File: src/rtl/shift_and_matcher_pkg.sv
// ---------------------------------------------------------------------------
// shift_and_matcher_pkg
// Shared definitions for the Shift-And matcher and its downstream consumers:
// default widths, the match event record and a saturating counter helper.
// ---------------------------------------------------------------------------
package shift_and_matcher_pkg;

  localparam int STATE_WIDTH_DEF = 8;
  localparam int POS_WIDTH_DEF   = 16;
  localparam int COUNT_WIDTH     = 16;

  // Match event as seen by consumers: end position in record, first-in-record.
  typedef struct packed {
    logic [POS_WIDTH_DEF-1:0] pos;
    logic                     first;
  } match_event_t;

  // Increment that sticks at all-ones instead of wrapping.
  function automatic logic [COUNT_WIDTH-1:0] sat_inc16(input logic [COUNT_WIDTH-1:0] value);
    logic [COUNT_WIDTH-1:0] result;
    if (value == {COUNT_WIDTH{1'b1}}) begin
      result = value;
    end else begin
      result = value + 16'd1;
    end
    return result;
  endfunction

endpackage

File: src/rtl/shift_and_matcher_sync_fifo.sv
// ---------------------------------------------------------------------------
// sync_fifo
// Generic synchronous FIFO with full/empty flags. The head entry is read
// straight out of the storage array at the read pointer, so it holds steady
// while the consumer stalls. A push into a full FIFO is accepted only when a
// pop happens in the same cycle.
// Ports:
//   aclk, aresetn   clock, synchronous active-low reset (flushes contents)
//   push, push_data write request and data
//   pop             read request (ignored when empty)
//   full, empty     occupancy flags
//   head_data       oldest entry
// ---------------------------------------------------------------------------
module sync_fifo #(
  parameter int WIDTH = 17,
  parameter int DEPTH = 4
) (
  input  logic             aclk,
  input  logic             aresetn,
  input  logic             push,
  input  logic [WIDTH-1:0] push_data,
  input  logic             pop,
  output logic             full,
  output logic             empty,
  output logic [WIDTH-1:0] head_data
);

  localparam int AW = $clog2(DEPTH);

  logic [WIDTH-1:0] mem_r [DEPTH];
  logic [AW:0]      wr_ptr_r;
  logic [AW:0]      rd_ptr_r;
  logic             push_ok_s;
  logic             pop_ok_s;

  // Extra pointer MSB distinguishes full from empty when the indices meet.
  assign full      = (wr_ptr_r[AW] != rd_ptr_r[AW]) && (wr_ptr_r[AW-1:0] == rd_ptr_r[AW-1:0]);
  assign empty     = (wr_ptr_r == rd_ptr_r);
  assign head_data = mem_r[rd_ptr_r[AW-1:0]];

  // Qualify push/pop against the current occupancy.
  always_comb begin
    pop_ok_s  = 1'b0;
    push_ok_s = 1'b0;
    if (pop && !empty) begin
      pop_ok_s = 1'b1;
    end else begin
      pop_ok_s = 1'b0;
    end
    if (push && (!full || pop_ok_s)) begin
      push_ok_s = 1'b1;
    end else begin
      push_ok_s = 1'b0;
    end
  end

  // Storage and pointers; reset also clears contents so the head reads zero.
  always_ff @(posedge aclk) begin
    if (!aresetn) begin
      wr_ptr_r <= {(AW+1){1'b0}};
      rd_ptr_r <= {(AW+1){1'b0}};
      for (int i = 0; i < DEPTH; i++) begin
        mem_r[i] <= {WIDTH{1'b0}};
      end
    end else begin
      if (push_ok_s) begin
        mem_r[wr_ptr_r[AW-1:0]] <= push_data;
        wr_ptr_r <= wr_ptr_r + {{AW{1'b0}}, 1'b1};
      end
      if (pop_ok_s) begin
        rd_ptr_r <= rd_ptr_r + {{AW{1'b0}}, 1'b1};
      end
    end
  end

endmodule

File: src/rtl/shift_and_matcher.sv
// ---------------------------------------------------------------------------
// shift_and_matcher
// Bit-parallel Shift-And matcher. Each mask beat advances the NFA state
// vector; reaching a selected final state queues a match event carrying the
// record position of the last matched character.
// Ports:
//   aclk, aresetn          clock, synchronous active-low reset
//   s_axis_tvalid/tdata    per-character mask beat (no backpressure)
//   s_axis_tuser           first beat of a new record
//   accept_mask            final-state select (quasi-static)
//   anchored               only match patterns starting at position 0
//   m_axis_tvalid/tready   match event handshake
//   m_axis_tdata/tuser     end position / first match of the record
//   match_count            saturating count of all hits (dropped included)
//   overflow               sticky: an event was dropped on a full FIFO
// ---------------------------------------------------------------------------
module shift_and_matcher
  import shift_and_matcher_pkg::*;
#(
  parameter int STATE_WIDTH = STATE_WIDTH_DEF,
  parameter int POS_WIDTH   = POS_WIDTH_DEF,
  parameter int FIFO_DEPTH  = 4
) (
  input  logic                   aclk,
  input  logic                   aresetn,
  input  logic                   s_axis_tvalid,
  input  logic [STATE_WIDTH-1:0] s_axis_tdata,
  input  logic                   s_axis_tuser,
  input  logic [STATE_WIDTH-1:0] accept_mask,
  input  logic                   anchored,
  output logic                   m_axis_tvalid,
  input  logic                   m_axis_tready,
  output logic [POS_WIDTH-1:0]   m_axis_tdata,
  output logic                   m_axis_tuser,
  output logic [15:0]            match_count,
  output logic                   overflow
);

  logic [STATE_WIDTH-1:0] d_r;
  logic [POS_WIDTH-1:0]   pos_r;
  logic                   first_pending_r;

  logic [STATE_WIDTH-1:0] d_base_s;
  logic [POS_WIDTH-1:0]   p_s;
  logic                   inject_s;
  logic [STATE_WIDTH-1:0] d_next_s;
  logic                   hit_s;
  logic                   ev_first_s;
  logic [POS_WIDTH-1:0]   pos_inc_s;
  logic                   pop_s;
  logic                   drop_s;
  logic                   fifo_full_s;
  logic                   fifo_empty_s;
  logic [POS_WIDTH:0]     head_s;

  // Matcher core: choose base state, step the NFA, detect a hit.
  always_comb begin
    d_base_s   = {STATE_WIDTH{1'b0}};
    p_s        = {POS_WIDTH{1'b0}};
    inject_s   = 1'b0;
    d_next_s   = {STATE_WIDTH{1'b0}};
    hit_s      = 1'b0;
    ev_first_s = 1'b0;
    pos_inc_s  = {POS_WIDTH{1'b0}};
    // A record start never inherits state from the previous record.
    if (s_axis_tuser) begin
      d_base_s = {STATE_WIDTH{1'b0}};
      p_s      = {POS_WIDTH{1'b0}};
    end else begin
      d_base_s = d_r;
      p_s      = pos_r;
    end
    inject_s = !anchored || (p_s == {POS_WIDTH{1'b0}});
    d_next_s = ((d_base_s << 1) | {{(STATE_WIDTH-1){1'b0}}, inject_s}) & s_axis_tdata;
    if (s_axis_tvalid && (|(d_next_s & accept_mask))) begin
      hit_s = 1'b1;
    end else begin
      hit_s = 1'b0;
    end
    ev_first_s = s_axis_tuser || first_pending_r;
    if (p_s == {POS_WIDTH{1'b1}}) begin
      pos_inc_s = p_s;
    end else begin
      pos_inc_s = p_s + {{(POS_WIDTH-1){1'b0}}, 1'b1};
    end
  end

  assign m_axis_tvalid = !fifo_empty_s;
  assign pop_s         = m_axis_tvalid && m_axis_tready;
  assign drop_s        = hit_s && fifo_full_s && !pop_s;
  assign m_axis_tdata  = head_s[POS_WIDTH:1];
  assign m_axis_tuser  = head_s[0];

  // NFA state, record position, first-match tracking and statistics.
  always_ff @(posedge aclk) begin
    if (!aresetn) begin
      d_r             <= {STATE_WIDTH{1'b0}};
      pos_r           <= {POS_WIDTH{1'b0}};
      first_pending_r <= 1'b0;
      match_count     <= 16'd0;
      overflow        <= 1'b0;
    end else if (s_axis_tvalid) begin
      d_r   <= d_next_s;
      pos_r <= pos_inc_s;
      if (hit_s) begin
        first_pending_r <= 1'b0;
        match_count     <= sat_inc16(match_count);
      end else if (s_axis_tuser) begin
        first_pending_r <= 1'b1;
      end
      if (drop_s) begin
        overflow <= 1'b1;
      end
    end
  end

  sync_fifo #(
    .WIDTH (POS_WIDTH + 1),
    .DEPTH (FIFO_DEPTH)
  ) u_event_fifo (
    .aclk      (aclk),
    .aresetn   (aresetn),
    .push      (hit_s),
    .push_data ({p_s, ev_first_s}),
    .pop       (pop_s),
    .full      (fifo_full_s),
    .empty     (fifo_empty_s),
    .head_data (head_s)
  );

endmodule

File: config.mk
export PLATFORM = sky130hd
export DESIGN_NAME = shift_and_matcher
export DESIGN_NICKNAME = d
export VERILOG_FILES = /design/src/rtl/shift_and_matcher_pkg.sv /design/src/rtl/shift_and_matcher_sync_fifo.sv /design/src/rtl/shift_and_matcher.sv
export SDC_FILE = /design/constraint.sdc
export NUM_CORES = 1
export LEC_CHECK = 0
export CORE_MARGIN = 2
export CORE_UTILIZATION = 45
export DETAILED_ROUTE_END_ITERATION = 8
export GPL_ROUTABILITY_DRIVEN = 1
export PLACE_DENSITY = 0.65
export SLEW_MARGIN = 20
export SYNTH_ARGS = -nofsm -noshare
export SYNTH_HDL_FRONTEND = slang
export SYNTH_HIERARCHICAL = 1
export SYNTH_SLANG_ARGS = --single-unit
File: constraint.sdc
create_clock -name aclk -period 4.9 [get_ports aclk]
set_clock_uncertainty 0.05 [all_clocks]
set_input_delay 0.735 -clock aclk [delete_from_list [all_inputs] [get_ports aclk]]
set_output_delay 0.735 -clock aclk [all_outputs]
set_load 0.01 [all_outputs]
# Word level (Yosys, flattened, before mapping)
# Memory sizes are Yosys's and may differ from the RTL's. A register that Yosys moved wholly into a read port is not among the register bits.
# Index checks and enable logic that the tools add are counted.
# totals
regBits,47
ramBits,68
in_bits,22
output_inout_bits,35
elab_cells,59
n_memories,1
# op_classes
add_sub_neg,4
n_eq_ne,5
mux,17
bitwise_logic,4
n_reduce_logical,21
# memory_table
memory,words,width,rd,rd_ports_with_merged_regs,wr,line_no,source
u_event_fifo.mem_r,4,17,1,1,4,shift_and_matcher_sync_fifo.sv:30,logic [WIDTH-1:0] mem_r [DEPTH];
# ops
cell,count
adder 16 x 1 -> 16 bit (second input constant),2
== test 16 bit (second input constant),2
two-way mux 16 bit,2
two-way mux 17 bit,1
OR reduction 17 bit,1
AND 8 bit,2
logical NOT 16 bit,1
two-way mux 1 bit,10
OR 8 x 1 -> 8 bit,1
OR reduction 8 bit,1
logical AND 1 bit,7
two-way mux 7 bit,1
adder 3 x 1 -> 3 bit (second input constant),2
two-way mux 2 bit,3
logical NOT 1 bit,4
AND reduction 2 bit,2
== test 3 bit,1
logical OR 1 bit,3
AND reduction 3 bit,1
== test 2 bit,1
nonzero test 2 bit,1
!= test 1 bit,1
inverter 1 bit,1

# Logic depth before layout (Yosys ltp)
# Gate-level depths: netlist (run 1).
# depth
depth_word,16
ltp_mapped,15
mapped_depth_nobuf,10

# Hierarchy
# The synthesis (run 1) kept the hierarchy.
# modules_own_cells
mod,instances,cells_per_inst,area_per_inst_um2,seq_area_each_um2
sync_fifo,1,248,3494.6,2202.1
shift_and_matcher,1,281,2248.4,820.8

# Worst setup path after synthesis (run 1)
# No wires, ideal clock.
# synth_path
path_type,input-to-reg
from,in s_axis_tuser
to,"mem u_event_fifo.mem_r[2][0], enable pin"
setup_ns,0.415
t_arrival_ns,4.105
required_time_ns,4.435
slack_ns,0.331
cell_stages,14
path_buffers,4
path_cell_list,buf_2 buf_1 nor2b_1 inv_1 ha_1 nor4b_2 a31oi_1 nor4b_4 or2_1 buf_4 nand2_1 a41o_1 buf_4 o21ai_0
# synth_lines
item,line_no,source
start: declaration,shift_and_matcher.sv:28,"input logic s_axis_tuser,"
end: declaration,shift_and_matcher_sync_fifo.sv:30,

==> results of run 1 <==
[cells in the mapped netlist (4+ instances only)]
cell type and n:
nand4b_1 5, buf_4 6, nor3_2 10, o31ai_1 4
o21ai_0 14, edfxtp_1 68, inv_1 27, xor2_1 8
buf_1 4, a31oi_1 4, buf_6 8, nor2b_1 16
clkbuf_1 14, or3_1 10, buf_2 5, nand3_1 15
dfxtp_1 49, nor3_1 45, mux4_2 17, ha_1 5
xnor2_1 9, nand4_1 18, mux2i_1 7, nand2b_1 5
a21oi_1 28, nor2_1 42, nand2_1 41
[final cells by class]
cell class,instances,area [sq um]
fill,1109,5524
sequential,117,3023
multi-input combinational,346,2384
timing repair buffer,65,628.1
clock buffer,18,429.2
tap,172,215.2
clock inverter,14,209.0
inverter,28,105.1
[worst register-to-register path, delay by kind of cell (launching register included)]
kind	cells	cell delay [ns]
buffers and inverters	2	0.65
and+or+nand+nor	5	1.01
adders and majority gates	1	0.21
DFF	1	0.37
AOI/OAI and AO/OA	3	0.68
[per-layer routing]
layer	global-route usage	up-vias	wire length, um
met1	0.2600	1989	5646
met4	0.1035	0	161
met2	0.2956	121	5856
li1	-	2037	-
met5	0	-	0
met3	0.04686	20	585
[cell families after synthesis]
logic type	synth area share
compound gates	0.07669
xor+xnor	0.02593
fa+ha+maj	0.01089
buf+inv	0.05882
flops	0.5264
mux	0.07887
simple gates	0.2224
[worst paths after layout]
path | from | end | cells past startpoint
setup / recovery | s_axis_tuser | u_event_fifo/mem_r[0][12] | 12
setup reg to reg | pos_r[0] | u_event_fifo/mem_r[0][12] | 11
hold reg to reg | d_r[6] | d_r[6] | 2
hold / removal | d_r[6] | d_r[6] | 2
[layout by cell type, fill, tap and decap left out, types with 12 or more instances in the layout]
master,instances
nand4_1,18
nand3_1,15
a21oi_1,28
clkbuf_16,17
edfxtp_1,68
dfxtp_1,49
nand2_1,41
nor2_1,42
nor3_1,45
o21ai_0,12
inv_1,27
mux4_2,17
nor2b_1,16
clkdlybuf4s50_1,56
[report_power, final]
| group | internal (mW) | switching, mW | leakage [nW] |
|---|---|---|---|
| logic | 0.0574 | 0.0773 | 0.873 |
| registers | 1.06 | 0.00942 | 1.11 |
| clock network | 0.897 | 0.434 | 0.293 |
| total | 2.02 | 0.521 | 2.27 |
[state kept, by name (all words and copies together) (netlist names), named ones only]
signal	cells
first_pending_r	1
overflow	1
u_event_fifo/wr_ptr_r	3
d_r	7
u_event_fifo/rd_ptr_r	3
match_count	16
pos_r	16
u_event_fifo/mem_r	68
==> results by group, run 1 <==
Global route
  • Congestion Overflow GR: 0
  • First-pass GRT wire length: 20.46 mm
  • Total global-route track usage: 0.1948
  • Initial antenna violation count: 0
  • Pin count of the biggest net entering global routing: 69
  • Number of global-route vias before repair: 4,197

STA
  • Setup TNS Final: 0 ns
  • RSZ-0062 raised after global routing: no
  • Final setup vio count: 0
  • Min cycle time layout: 3.728 ns
  • Worst setup margin: 1.172 ns
  • Worst-Margin Slew: 1.000 ns
  • Final max-slew violation count: 0
  • Hold slack: 0.4260 ns
  • Final Hold Vio Count: 0
  • Final Cycle Share: 0.7609
  • Max transition margin: 0.3334
  • Max Clk Rate: 268.2 MHz

Setup path
  • Critical Path Start Type: input port
  • Worst path max stage delay: 0.57 ns
  • Type of destination of the critical path: register
  • Critical path class: input port to register
  • Delay-heaviest family, CP: buffers and inverters
  • Worst EP required: 4.97 ns
  • Worst R2R Setup Slack: 1.65 ns
  • CP max-delay cell: buf_4
  • Worst-path cell chain: clkdlybuf4s50_1, nor2b_1, inv_1, ha_1, a21bo_2, a31oi_1, nor4b_4, or2_1, nand2_1, a41o_2, buf_4, nor3_1
  • Buffers and inverters on the worst path: 3
  • Arrival @ worst endpoint: 3.80 ns
  • CP Max Fanout: 68

Floorplanning
  • Initial Util: 0.4588
  • Die Ht: 117.0 um
  • CORE AREA: 12,520 sq um
  • Rows: 41
  • Chip width: 117.0 um
  • Io pins: 57
  • Die Footprint: 13,680 sq um

Placed design
  • Placed insts: 728
  • Post-DP HPWL: 7.829 mm
  • DP Area: 6355 sq um
  • Place WS: 0.7550 ns
  • Port bufs: 56
  • GP Congestion: 0.8745

Pwr
  • Power Total: 2.537 mW
  • Peak VDD IR: 0.0001597 V
  • PD cells: 362.8 nW/um^2
  • P_leak: 2.273 nW

Final layout
  • Final core occ: 0.5587
  • Area added between synthesis and finish: 21.76%
  • Post-Layout Inst Area: 6993 sq um
  • N_diodes: 0
  • Nets: 602
  • Fraction of layout cells with a size suffix above 1: 0.1361
  • Cell Count, Final, Fillers Out: 760

Logic synthesis
  • Synth warn: 6
  • Syn nets: 556
  • Sequential area share after synthesis: 0.5264
  • Synth Register Bits: 117
  • Syn avg cell area: 10.86 sq um
  • Cells after Synth: 529
  • FFs w/ async S/R, synth: 0
  • Yosys top cell by area: edfxtp_1
  • Post-synth top area share: 0.3556
  • Post-synthesis cell area: 5743 sq um
  • Post-synth EDFFs: 68
  • Top cells by area, synth: edfxtp_1 (36%), dfxtp_1 (17%), mux4_2 (6.7%)
  • Main synth FF type: edfxtp_1
  • Post-synthesis cell type count: 57

CTS
  • CTS H-tree lvls: 4
  • Clock transition at the registers of the reported paths: 0.05 ns
  • Post-CTS setup buffer count: 0
  • Clk_lat worst skew: 0.41 ns
  • Hold buffers post-CTS: 0
  • Clk buf depth: 2
  • CTS sink count: 117
  • CTS Buf Count: 17
  • Post-CTS Resized: 0
  • Root Driver: clkbuf_16
  • CTS tree: yes

Detailed routing
  • Avg Vias per Cell: 5.483
  • Wire per inst: 16.12 um
  • DR iter-0 viols: 319
  • Via count: 4,167
  • # DRC: 0
  • Antenna Nets Post-Route: 0
  • Initial DRT Pass Iterations: 4
  • Detailed Route WL: 12.25 mm

Flow run
  • Max-cap violations: 0

Outcome
  • Status: finished clean

Worst hold path
  • HP Class: register to register
No activity file was read; power rests on OpenSTA's default activity.
==> run 2: changes to the inputs <==
==> constraint.sdc (replaced) <==
create_clock -name aclk -period 3.6 [get_ports aclk]
set_clock_uncertainty 0.05 [all_clocks]
set_input_delay 0.54 -clock aclk [delete_from_list [all_inputs] [get_ports aclk]]
set_output_delay 0.54 -clock aclk [all_outputs]
set_load 0.01 [all_outputs]
==> results by group, run 2 (synthesis results as in run 1) <==
Pwr
  • PD cells: 464.5 nW/um^2
  • Peak VDD IR: 0.0003089 V
  • Power Total: 3.290 mW
  • P_leak: 2.339 nW

Global route
  • First-pass GRT wire length: 20.52 mm
  • Number of global-route vias before repair: 4,146
  • Initial antenna violation count: 0
  • Pin count of the biggest net entering global routing: 69
  • Congestion Overflow GR: 0
  • Total global-route track usage: 0.1963

Detailed routing
  • Initial DRT Pass Iterations: 4
  • M1 WL: 5.443 mm
  • Detailed Route WL: 12.22 mm
  • Avg Vias per Cell: 5.408
  • Wire per inst: 15.89 um
  • Antenna Nets Post-Route: 0
  • Met3 WL: 467 um
  • # DRC: 0
  • Via count: 4,159
  • Top Metal Used: met4
  • DR iter-0 viols: 258
  • Met2 routed WL: 6.149 mm

Floorplanning
  • Chip width: 117.0 um
  • CORE AREA: 12,520 sq um
  • Die Footprint: 13,680 sq um
  • Initial Util: 0.4588
  • Die Ht: 117.0 um
  • Io pins: 57
  • Rows: 41

Setup path
  • Critical path class: input port to register
  • Critical Path Start Type: input port
  • Arrival @ worst endpoint: 3.06 ns
  • Worst EP required: 3.66 ns
  • Delay-heaviest family, CP: simple AND/OR/NAND/NOR gates
  • CP max-delay cell: clkdlybuf4s50_1
  • Buffers and inverters on the worst path: 3
  • Worst-path cell chain: clkdlybuf4s50_1, inv_2, nand2_1, ha_1, nor4b_2, a31oi_1, nor4b_4, or2_1, nand2_1, a41o_2, o21ai_2, buf_12
  • Top cell by count, worst path: nand2_1
  • CP Max Fanout: 17
  • Worst path max stage delay: 0.53 ns
  • Type of destination of the critical path: register

CTS
  • Clk buf depth: 2
  • Root Driver: clkbuf_16
  • CTS H-tree lvls: 4
  • Clk_lat worst skew: 0.41 ns
  • Post-CTS setup buffer count: 0
  • CTS tree: yes
  • CTS sink count: 117
  • Clock transition at the registers of the reported paths: 0.06 ns
  • Hold buffers post-CTS: 0
  • CTS Buf Count: 17
  • Post-CTS Resized: 0

Placed design
  • Placed insts: 737
  • GP Congestion: 0.8715
  • Post-DP HPWL: 8.235 mm
  • Port bufs: 56

Final layout
  • Commonest non-fill, non-tap cell in the layout: edfxtp_1
  • Fraction of layout cells with a size suffix above 1: 0.1591
  • N_diodes: 0
  • Most frequent cells in the layout: edfxtp_1 (68), clkdlybuf4s50_1 (56), dfxtp_1 (49)
  • Register area: 3023 sq um
  • Multi-input logic area: 2399 sq um
  • Largest Register: u_event_fifo/mem_r
  • Layout filler cell count: 1,098
  • Max reg flops: 68
  • Nets: 611
  • Area added between synthesis and finish: 23.31%
  • Cell Count, Final, Fillers Out: 769
  • Registers with the most flip-flops: u_event_fifo/mem_r x68, match_count x16, pos_r x16

Flow run
  • Max-cap violations: 0

STA
  • Worst-Margin Slew: 1.037 ns
  • Final max-slew violation count: 0
  • Setup TNS Final: 0 ns
  • Final setup vio count: 0
  • Max Clk Rate: 333.9 MHz
  • Max transition margin: 0.3051
  • Final Cycle Share: 0.8319
  • Min cycle time layout: 2.995 ns
  • Final Hold Vio Count: 0
  • RSZ-0062 raised after global routing: no

Worst hold path
  • HP Class: register to register

Outcome
  • Status: finished clean
[run 2: layout make-up]
| class | instances | area share |
|---|---|---|
| repair buffers | 74 | 0.1071 |
| multi-input cells | 346 | 0.3387 |
| clock inverters | 15 | 0.02208 |
| flip-flops and latches | 117 | 0.4269 |
| well taps | 172 | 0.03039 |
| inverters | 28 | 0.01484 |
| clock buffers | 17 | 0.06007 |
[run 2: path summary, 6_finish.rpt]
path | end | cells past startpoint | slack (ns) | start
max | u_event_fifo/mem_r[1][16] | 12 | 0.61 | s_axis_tuser
min | d_r[6] | 2 | 0.42 | d_r[6]
max reg2reg | u_event_fifo/mem_r[1][16] | 11 | 0.87 | pos_r[0]
min reg2reg | d_r[6] | 2 | 0.42 | d_r[6]
[run 2: routing by layer]
metal	global-route usage	vias to the layer above
met5	0	-
met2	0.3276	101
met4	0.07686	0
met1	0.2447	1997
met3	0.05252	13
li1	-	2048
[run 2: power breakdown]
part | switching, mW | internal (mW) | total [mW]
combinational | 0.109 | 0.0915 | 0.200
clock | 0.610 | 1.02 | 1.63
sequential | 0.0135 | 1.44 | 1.46
[run 2: worst reg2reg max path: cells and delay by family, from the launching register on]
family          cells  cell delay, ns
fa+ha+maj           1            0.16
compound gates      3            0.65
flops               1            0.34
buf+inv             2            0.27
simple gates        5            0.95
[run 2: stage by stage]
stage          hold slack, ns  cell area [sq um]    util  setup WS (ns)
6_report               0.4180               7082  0.5658         0.6050
5_1_grt                0.4612               7082  0.5658         0.4500
4_1_cts                0.4224               7082  0.5658         0.6087
3_5_place_dp           0.4125               6500  0.5193         0.1565
3_3_place_gp           0.4046               6500  0.5193         0.2488
2_1_floorplan          0.3911               5758       -        -0.1250
==> run 3: changes to the inputs <==
--- a/config.mk
+++ b/config.mk
@@ -9,7 +9,7 @@
 export CORE_UTILIZATION = 45
 export DETAILED_ROUTE_END_ITERATION = 8
 export GPL_ROUTABILITY_DRIVEN = 1
-export PLACE_DENSITY = 0.65
+export PLACE_DENSITY = 0.68
 export SLEW_MARGIN = 20
 export SYNTH_ARGS = -nofsm -noshare
 export SYNTH_HDL_FRONTEND = slang
==> constraint.sdc (replaced) <==
create_clock -name aclk -period 2.61 [get_ports aclk]
set_clock_uncertainty 0.05 [all_clocks]
set_input_delay 0.3915 -clock aclk [delete_from_list [all_inputs] [get_ports aclk]]
set_output_delay 0.3915 -clock aclk [all_outputs]
set_load 0.01 [all_outputs]
==> results by group, run 3 (synthesis results as in run 1) <==
Pwr
  • PD cells: 602.7 nW/um^2
  • Peak VDD IR: 0.0003213 V
  • Power Total: 4.488 mW
  • Sequential share of power: 0.448
  • NetSw: 1.039 mW
  • Combinational Power Share: 0.069
  • Internal power: 3.449 mW
  • P_leak: 2.505 nW
  • Clock Power Share: 0.483
  • Switch share: 0.2316

Global route
  • Initial antenna violation count: 0
  • Congestion Overflow GR: 0
  • Total global-route track usage: 0.1931
  • First-pass GRT wire length: 20.38 mm
  • Pin count of the biggest net entering global routing: 69
  • Number of global-route vias before repair: 4,185

Detailed routing
  • Detailed Route WL: 12.51 mm
  • Avg Vias per Cell: 5.439
  • Via count: 4,340
  • Initial DRT Pass Iterations: 6
  • # DRC: 0
  • DR iter-0 viols: 251
  • Wire per inst: 15.67 um
  • Antenna Nets Post-Route: 0

STA
  • Final Cycle Share: 0.9528
  • Max Clk Rate: 402.1 MHz
  • Final max-slew violation count: 0
  • Hold slack: 0.4198 ns
  • Max transition margin: 0.6775
  • RSZ-0062 raised after global routing: yes
  • Worst setup margin: 0.1233 ns
  • Final Hold Vio Count: 0
  • Setup TNS Final: 0 ns
  • Min cycle time layout: 2.487 ns
  • Final setup vio count: 0
  • Worst-Margin Slew: 0.4800 ns

Worst hold path
  • HP Class: register to register
  • Worst hold start: overflow

Placed design
  • Place WS: -0.5856 ns
  • Post-DP HPWL: 8.074 mm
  • DP Area: 6800 sq um
  • Placed insts: 764
  • Port bufs: 56
  • GP Congestion: 0.8752

Final layout
  • Registers with the most flip-flops: u_event_fifo/mem_r x68, match_count x16, pos_r x16
  • Post-Layout Inst Area: 7447 sq um
  • Layout filler cell count: 1,050
  • Most frequent cells in the layout: edfxtp_1 (68), clkdlybuf4s50_1 (55), dfxtp_1 (48)
  • Fraction of layout cells with a size suffix above 1: 0.2188
  • Largest Register: u_event_fifo/mem_r
  • Area added between synthesis and finish: 29.67%
  • Cell Count, Final, Fillers Out: 798
  • Multi-input logic area: 2531 sq um
  • Commonest non-fill, non-tap cell in the layout: edfxtp_1
  • Final core occ: 0.5950
  • Max reg flops: 68
  • Register area: 3024 sq um
  • Nets: 640
  • N_diodes: 0

Floorplanning
  • CORE AREA: 12,520 sq um
  • Chip width: 117.0 um
  • Rows: 41
  • Die Footprint: 13,680 sq um
  • Die Ht: 117.0 um
  • Io pins: 57
  • Initial Util: 0.4588

Setup path
  • Crit path from: pos_r[0]
  • CP max-delay cell: dfxtp_2
  • Critical Path Start Type: register
  • Reg2reg start: pos_r[0]
  • Worst path max stage delay: 0.32 ns
  • Top cell by count, worst path: nor4b_4
  • Buffers and inverters on the worst path: 2
  • Type of destination of the critical path: register
  • Delay-heaviest family, CP: simple AND/OR/NAND/NOR gates
  • Worst-path cell chain: nor2b_4, inv_2, ha_4, nor4b_4, a31oi_2, nor4b_4, or2_1, nand2_2, a41o_4, o21ai_4, buf_12
  • CP Max Fanout: 17
  • Worst EP required: 2.68 ns
  • Critical path class: register to register
  • Arrival @ worst endpoint: 2.55 ns

CTS
  • Hold buffers post-CTS: 0
  • CTS H-tree lvls: 4
  • CTS sink count: 117
  • CTS tree: yes
  • Clk_lat worst skew: 0.41 ns
  • Root Driver: clkbuf_16
  • Clk buf depth: 2
  • Clock transition at the registers of the reported paths: 0.06 ns
  • CTS Buf Count: 17

Outcome
  • Status: finished clean

Flow run
  • Max-cap violations: 0
[run 3: worst paths after layout]
path	end	slack, ns	cells past startpoint
max reg2reg	u_event_fifo/mem_r[1][16]	0.12	11
min	overflow	0.42	2
max	u_event_fifo/mem_r[1][16]	0.12	11
min reg2reg	overflow	0.42	2
[run 3: layout make-up]
type                    instances  area share
repair buffers                103      0.1366
inverters                      28     0.01411
well taps                     172     0.02890
multi-input cells             346      0.3399
clock buffers                  17     0.05712
clock inverters                15     0.01731
flip-flops and latches        117      0.4061
[run 3: what timing repair did]
item | CTS | global route
resized for setup | 2 | 10
setup endpoints to repair | 136 | 120
buffers inserted | 0 | 1
cloned | 0 | 1
pin swaps | 0 | 1
[run 3: worst register-to-register path: stages, from the launching register on]
cell and delay (ns):
dfxtp_2 0.32, nor2b_4 0.12, inv_2 0.07, ha_4 0.13, nor4b_4 0.19, a31oi_2 0.15, nor4b_4 0.26, or2_1 0.18
nand2_2 0.06, a41o_4 0.30, o21ai_4 0.16, buf_12 0.18
[run 3: power groups by stage]
stage / clock network (mW) / registers [mW] / logic, mW
6_report: 2.17 / 2.01 / 0.310
4_1_cts: 2.21 / 2.01 / 0.305
5_1_grt: 2.28 / 2.01 / 0.335
3_5_place_dp: 0 / 2.05 / 0.305
2_1_floorplan: 0 / 2.04 / 0.174
3_3_place_gp: 0 / 2.05 / 0.298
[run 3: per-layer routing]
metal | share of wire | GRT usage
met1 | 0.45 | 0.2452
met2 | 0.50 | 0.3229
met4 | 0.0042 | 0.05961
met5 | 0 | 0
met3 | 0.040 | 0.05407
